[src/rtl/timer_responder_pkg.sv]
// Shared constants for the machine-timer responder: register offsets,
// ctrl bit positions and the bus handshake state encoding.
package timer_responder_pkg;

    localparam logic [1:0] OFF_MTIME    = 2'd0;
    localparam logic [1:0] OFF_MTIMECMP = 2'd1;
    localparam logic [1:0] OFF_CTRL     = 2'd2;
    localparam logic [1:0] OFF_PRESCALE = 2'd3;

    localparam int CTRL_COUNT_EN = 0;
    localparam int CTRL_IRQ_EN   = 1;
    localparam int CTRL_W        = 2;
    localparam int PRESCALE_W    = 16;

    typedef enum logic [1:0] {
        HS_IDLE   = 2'd0,
        HS_ACCESS = 2'd1,
        HS_DONE   = 2'd2
    } hs_state_e;

endpackage

[src/rtl/bus_handshake_fsm.sv]
// Responder-side handshake: latches a request, holds busy for BUSY_CYCLES
// cycles, pulses commit on the final busy cycle, then spends one cycle in DONE.
module bus_handshake_fsm
    import timer_responder_pkg::*;
#(
    parameter int BUSY_CYCLES = 2,
    parameter int DATA_W      = 64,
    parameter int SEL_W       = 2
) (
    input  logic                  clock,
    input  logic                  reset,
    input  logic                  chip_select,
    input  logic                  rd_en,
    input  logic                  wr_en,
    input  logic [DATA_W/8-1:0]   byte_en,
    input  logic [SEL_W-1:0]      sel,
    input  logic [DATA_W-1:0]     write_data,
    output logic                  busy,
    output logic                  commit,
    output logic                  req_rd,
    output logic                  req_wr,
    output logic [DATA_W/8-1:0]   req_byte_en,
    output logic [SEL_W-1:0]      req_sel,
    output logic [DATA_W-1:0]     req_data
);

    localparam int               CNT_W    = (BUSY_CYCLES > 1) ? $clog2(BUSY_CYCLES) : 1;
    localparam logic [CNT_W-1:0] CNT_LOAD = CNT_W'(BUSY_CYCLES - 1);

    hs_state_e             state_reg, state_next;
    logic [CNT_W-1:0]      cnt_reg, cnt_next;
    logic                  accept;
    logic                  rd_reg, wr_reg;
    logic [DATA_W/8-1:0]   be_reg;
    logic [SEL_W-1:0]      sel_reg;
    logic [DATA_W-1:0]     data_reg;

    always_ff @(posedge clock) begin
        if (reset) begin
            state_reg <= HS_IDLE;
            cnt_reg   <= '0;
            rd_reg    <= 1'b0;
            wr_reg    <= 1'b0;
            be_reg    <= '0;
            sel_reg   <= '0;
            data_reg  <= '0;
        end else begin
            state_reg <= state_next;
            cnt_reg   <= cnt_next;
            if (accept) begin
                rd_reg   <= rd_en;
                wr_reg   <= wr_en;
                be_reg   <= byte_en;
                sel_reg  <= sel;
                data_reg <= write_data;
            end
        end
    end

    always_comb begin
        state_next = state_reg;
        cnt_next   = cnt_reg;
        accept     = 1'b0;
        commit     = 1'b0;
        case (state_reg)
            HS_IDLE: begin
                if (chip_select && (rd_en || wr_en)) begin
                    accept     = 1'b1;
                    state_next = HS_ACCESS;
                    cnt_next   = CNT_LOAD;
                end
            end
            HS_ACCESS: begin
                if (cnt_reg == '0) begin
                    commit     = 1'b1;
                    state_next = HS_DONE;
                end else begin
                    cnt_next = cnt_reg - CNT_W'(1);
                end
            end
            // Initiator may still hold its enables here; ignore them for a cycle.
            HS_DONE: state_next = HS_IDLE;
            default: state_next = HS_IDLE;
        endcase
    end

    assign busy        = (state_reg == HS_ACCESS);
    assign req_rd      = rd_reg;
    assign req_wr      = wr_reg;
    assign req_byte_en = be_reg;
    assign req_sel     = sel_reg;
    assign req_data    = data_reg;

endmodule

[src/rtl/timer_responder.sv]
// Memory-mapped machine timer: 64-bit mtime with prescaler, mtimecmp compare,
// ctrl register and a registered interrupt, behind a busy-handshake bus port.
module timer_responder
    import timer_responder_pkg::*;
#(
    parameter int BUSY_CYCLES = 2,
    parameter int DATA_SIZE   = 64
) (
    input  logic                   clock,
    input  logic                   reset,
    input  logic                   chip_select,
    input  logic                   rd_en,
    input  logic                   wr_en,
    input  logic [DATA_SIZE/8-1:0] byte_en,
    input  logic [4:0]             address,
    input  logic [DATA_SIZE-1:0]   write_data,
    output logic [DATA_SIZE-1:0]   read_data,
    output logic                   busy,
    output logic                   timer_irq
);

    localparam int LANES = DATA_SIZE / 8;

    logic                 hs_commit;
    logic                 req_rd, req_wr;
    logic [LANES-1:0]     req_be;
    logic [1:0]           req_sel;
    logic [DATA_SIZE-1:0] req_data;

    logic                 unused_addr_bits;
    assign unused_addr_bits = ^address[2:0];

    bus_handshake_fsm #(
        .BUSY_CYCLES (BUSY_CYCLES),
        .DATA_W      (DATA_SIZE),
        .SEL_W       (2)
    ) u_handshake (
        .clock       (clock),
        .reset       (reset),
        .chip_select (chip_select),
        .rd_en       (rd_en),
        .wr_en       (wr_en),
        .byte_en     (byte_en),
        .sel         (address[4:3]),
        .write_data  (write_data),
        .busy        (busy),
        .commit      (hs_commit),
        .req_rd      (req_rd),
        .req_wr      (req_wr),
        .req_byte_en (req_be),
        .req_sel     (req_sel),
        .req_data    (req_data)
    );

    logic [DATA_SIZE-1:0]  mtime_reg, mtime_next;
    logic [DATA_SIZE-1:0]  mtimecmp_reg, mtimecmp_next;
    logic [CTRL_W-1:0]     ctrl_reg, ctrl_next;
    logic [PRESCALE_W-1:0] prescale_reg, prescale_next;
    logic [PRESCALE_W-1:0] presc_cnt_reg, presc_cnt_next;
    logic [DATA_SIZE-1:0]  read_data_reg, read_data_next;
    logic                  irq_reg, irq_next;

    // Current value of the register addressed by the latched request.
    logic [DATA_SIZE-1:0]  sel_value;
    always_comb begin
        sel_value = '0;
        case (req_sel)
            OFF_MTIME:    sel_value = mtime_reg;
            OFF_MTIMECMP: sel_value = mtimecmp_reg;
            OFF_CTRL:     sel_value = {{(DATA_SIZE-CTRL_W){1'b0}}, ctrl_reg};
            OFF_PRESCALE: sel_value = {{(DATA_SIZE-PRESCALE_W){1'b0}}, prescale_reg};
            default:      sel_value = '0;
        endcase
    end

    logic [DATA_SIZE-1:0]  wr_merged;
    for (genvar gi = 0; gi < LANES; gi++) begin : g_lane
        assign wr_merged[gi*8 +: 8] = req_be[gi] ? req_data[gi*8 +: 8] : sel_value[gi*8 +: 8];
    end

    logic do_write, do_read;
    logic wr_mtime, wr_mtimecmp, wr_ctrl, wr_prescale;
    logic tick;

    // An all-zero byte_en completes the handshake but touches nothing.
    assign do_write    = hs_commit & req_wr & (|req_be);
    assign do_read     = hs_commit & req_rd & ~req_wr;
    assign wr_mtime    = do_write & (req_sel == OFF_MTIME);
    assign wr_mtimecmp = do_write & (req_sel == OFF_MTIMECMP);
    assign wr_ctrl     = do_write & (req_sel == OFF_CTRL);
    assign wr_prescale = do_write & (req_sel == OFF_PRESCALE);

    always_comb begin
        presc_cnt_next = presc_cnt_reg;
        tick           = 1'b0;
        if (ctrl_reg[CTRL_COUNT_EN]) begin
            if (presc_cnt_reg == prescale_reg) begin
                presc_cnt_next = '0;
                tick           = 1'b1;
            end else begin
                presc_cnt_next = presc_cnt_reg + PRESCALE_W'(1);
            end
        end
        if (wr_prescale) begin
            presc_cnt_next = '0;
        end

        // A software write to mtime wins over the increment on the same edge.
        mtime_next     = wr_mtime    ? wr_merged : mtime_reg + {{(DATA_SIZE-1){1'b0}}, tick};
        mtimecmp_next  = wr_mtimecmp ? wr_merged : mtimecmp_reg;
        ctrl_next      = wr_ctrl     ? wr_merged[CTRL_W-1:0] : ctrl_reg;
        prescale_next  = wr_prescale ? wr_merged[PRESCALE_W-1:0] : prescale_reg;
        read_data_next = do_read     ? sel_value : read_data_reg;
        irq_next       = ctrl_reg[CTRL_IRQ_EN] & (mtime_reg >= mtimecmp_reg);
    end

    always_ff @(posedge clock) begin
        if (reset) begin
            mtime_reg     <= '0;
            mtimecmp_reg  <= '1;
            ctrl_reg      <= '0;
            prescale_reg  <= '0;
            presc_cnt_reg <= '0;
            read_data_reg <= '0;
            irq_reg       <= 1'b0;
        end else begin
            mtime_reg     <= mtime_next;
            mtimecmp_reg  <= mtimecmp_next;
            ctrl_reg      <= ctrl_next;
            prescale_reg  <= prescale_next;
            presc_cnt_reg <= presc_cnt_next;
            read_data_reg <= read_data_next;
            irq_reg       <= irq_next;
        end
    end

    assign read_data = read_data_reg;
    assign timer_irq = irq_reg;

endmodule

[config.mk]
export PLATFORM = sky130hd
export DESIGN_NAME = timer_responder
export DESIGN_NICKNAME = d
export VERILOG_FILES = /design/src/rtl/timer_responder_pkg.sv /design/src/rtl/bus_handshake_fsm.sv /design/src/rtl/timer_responder.sv
export SDC_FILE = /design/constraint.sdc
export NUM_CORES = 1
export LEC_CHECK = 0
export BUFFER_PORTS_ARGS = -buffer_cell sky130_fd_sc_hd__buf_4
export CAP_MARGIN = 20
export CELL_PAD_IN_SITES_DETAIL_PLACEMENT = 1
export CELL_PAD_IN_SITES_GLOBAL_PLACEMENT = 1
export CORE_MARGIN = 5
export CORE_UTILIZATION = 41
export DETAILED_ROUTE_END_ITERATION = 10
export GPL_ROUTABILITY_DRIVEN = 0
export PLACE_DENSITY_LB_ADDON = 0.2
export SYNTH_ARGS = -nofsm -noshare
export SYNTH_HDL_FRONTEND = slang
export SYNTH_HIERARCHICAL = 1
export SYNTH_SLANG_ARGS = --single-unit
[constraint.sdc]
create_clock -name clock -period 3.1 [get_ports clock]
set_input_delay 0.62 -clock clock [delete_from_list [all_inputs] [get_ports clock]]
set_output_delay 0.62 -clock clock [all_outputs]
set_load 0.005 [all_outputs]
==> flow_summary.toml <==
[run_status]
status = "completed"

[drt]
drt_iter0_drc = 639
vias_per_cell = 5.39
finalWirelength_mm = 48.0
via_count = 13662
firstDrtPassIters = 8
ant_nets = 0
wl_per_cell_um = 18.9
drc = 0

[layout]
multi_input_area_sq_um = 9330
area_growth_pct = 19.2
final_common_cell = "dfxtp_1"
mostFrequentLayoutCells = "dfxtp_1, nor2_1, buf_4"
nNetsFinal = 2133
fillerInstances = 4664
fin_cells = 2537
antenna_cells = 0
final_area_sq_um = 19400
final_layout_size_suffix_gt1_frac = 0.168
seq_area_sq_um = 6150

[synthesis]
async_flop_share = 0
ys_warn_count = 6
synth_cell_types = 58
postSynthCellCount = 1882
syn-cell-area_sq_um = 16300
synth.top_cell.area_share = 0.377
synth_flop_cell = "dfxtp_1"
seq_area_frac_synth = 0.377
synth_edf_count = 0
synth_top_area_cell = "dfxtp_1"
yosys-top-cells-area = "dfxtp_1, mux2i_1, nand2b_1"
ys_ff_latch = 306
avgSynthCellArea_sq_um = 8.64
synth_nets = 2032

[grt]
grt_pass1_wl_mm = 78.3
grt_usage = 0.214
gr-total-overflow = 0
grt_max_degree = 141
grt_pass1_vias = 14559
antenna_found_initial = 0

[clocking]
hold_buffers = 0
htree_num_levels = 2
cts_inserted_buffers = 37
clkTransAtPathRegs_ns = 0.06
cts.sinks = 306
cts_tree = "done"
clk_path_buf_depth = 3
clk_latency_ns = 0.54
cts-root-buf = "clkbuf_16"

[floorplan]
dieHeight_um = 209
design.core.area_sq_um = 39500
fp.dieW_um = 209
initial_utilization = 0.412
fp.dieArea_sq_um = 43700
rows = 73
ios = 148

[timing]
drv_slew = 0
relSlewSlack = 0.423
max_freq_ghz = 0.331
setup_viol = 0
fin_crit_ns = 3.02
setup_tns_ns = 0
skew_ns = 0.0201
finalWorstSetupSlack_ns = 0.0782
fin_crit_sh = 0.975
finalHoldViolations = 0
tightest_slew_ns = 0.865

[worst_setup_path]
crit_chain = "xnor2_2 -> nand4_1 -> nor4_2 -> and3_4 -> ha_1 -> and4_4 -> nand4_1 -> buf_4 -> nor3_2 -> buf_4 -> nand4_1 -> xor2_1 -> a211oi_2"
crit_slowest_cell = "dfxtp_4"
worst_path_most_repeated_cell = "nand4_1"
path_buf_inv = 2
path_delay_family = "simple AND/OR/NAND/NOR gates"
cp_max_fo = 3
crit_start = "prescale_reg[14]"
required_ns = 3.56
cpPeakStageDelay_ns = 0.36
worst-setup-path-type = "reg2reg"
critPathCaptureType = "register"
reg2reg_from = "prescale_reg[14]"
cp.arrival_ns = 3.48
start_kind = "register"

[power_and_ir_drop]
powerDensity_nw_per_um2 = 492
switching_share = 0.240
vdd_drop_max_uv = 317
switchingPower_w = 0.00229
clock_power_share = 0.484
p_seq_frac = 0.431
total_power_w = 0.00953
leakage_nw = 8.21
comb_power_share = 0.084
p_int_w = 0.00724

[placed_design]
dpl_cell_area_sq_um = 17900
dpl_worst_slack_ns = -0.0777
io_buffers = 144
dpl.hpwl_mm = 33.0
placed_cells = 2465

[flow_run]
cap_violations = 0

[hold_path]
hold_class = "in2reg"
min_from = "reset"
[power by group through the flow]
stage               clock network [W]  registers, W  logic [W]
floorplan                           0       0.00415   0.000574
finish                        0.00462       0.00411   0.000803
global placement                    0       0.00419   0.000791
detailed placement                  0       0.00419   0.000804
global route                  0.00492       0.00412   0.000880
CTS                           0.00475       0.00411   0.000809
[timing repair]
action / in CTS / in global routing
endpoints found under the hold margin: 0 / 0
pin swaps: 1 / 13
endpoints found under the setup margin: 18 / 48
resized for setup: 7 / 29
setup buffers: 0 / 4
[worst reg2reg max path: cells and delay by family (launching register included)]
family                     cells  cell delay [ns]
AOI/OAI and AO/OA              1             0.22
xor gates and xnor gates       2             0.37
adders and majority gates      1             0.17
buffers and inverters          2             0.39
DFF                            1             0.36
and+or+nand+nor                7             1.44
[metal layers]
| layer | up-vias | track usage | routed length [um] |
|---|---|---|---|
| met3 | 70 | 0.0321 | 1960 |
| met4 | 0 | 0.0576 | 975 |
| met1 | 6617 | 0.305 | 23700 |
| li1 | 6759 | - | - |
| met5 | - | 0 | 0 |
| met2 | 216 | 0.340 | 21300 |
[worst paths after layout]
kind | to | slack, ns | depth (start not counted)
hold reg to reg | read_data[5] | 0.46 | 2
hold / removal | mtime_reg[8] | 0.30 | 2
setup reg to reg | mtime_reg[49] | 0.08 | 13
setup / recovery | mtime_reg[49] | 0.08 | 13
[cell families after synthesis]
logic type               after synthesis  synth area share
flip-flops                           306             0.377
AO/OA/AOI/OAI                        360             0.144
buffers and inverters                214            0.0574
AND/OR/NAND/NOR                      686             0.221
adder cells (fa/ha/maj)               68            0.0523
XOR/XNOR                              91            0.0490
multiplexers                         157            0.0993
[layout make-up]
cell class	instances	area share
well taps	525	0.0339
clock buffers	57	0.0590
repair buffers	208	0.0865
multi-input cells	1362	0.482
clock inverters	11	0.00820
flip-flops and latches	306	0.318
inverters	68	0.0132
[synthesized netlist by cell type (2+ instances only)]
master	number
dfxtp_1	306
nor2_1	197
a21oi_1	179
nand2b_1	155
mux2i_1	141
clkbuf_1	104
nor3_1	101
ha_1	68
inv_1	68
a211o_1	64
nand2_1	64
xor2_1	53
a21o_1	48
nand4_1	45
nand3_1	41
xnor2_1	38
a211oi_1	32
buf_2	21
and2_1	18
and3_1	15
a22o_1	14
mux2_2	14
and4_1	12
nor2_4	10
o21ai_0	8
or3_1	8
buf_1	6
buf_4	6
buf_6	4
a221oi_1	3
buf_8	3
nor4_1	3
or2_2	3
a31oi_1	2
and4b_1	2
mux4_2	2
o21a_1	2
or4_1	2
[per-stage QoR]
step	util	hold WS, ns
after floorplan	-	0.439
after global placement	0.454	0.446
after detailed placement	0.454	0.453
after CTS	0.487	0.267
after global routing	0.491	0.299
final	0.491	0.304
(Power assumes the default switching activity.)
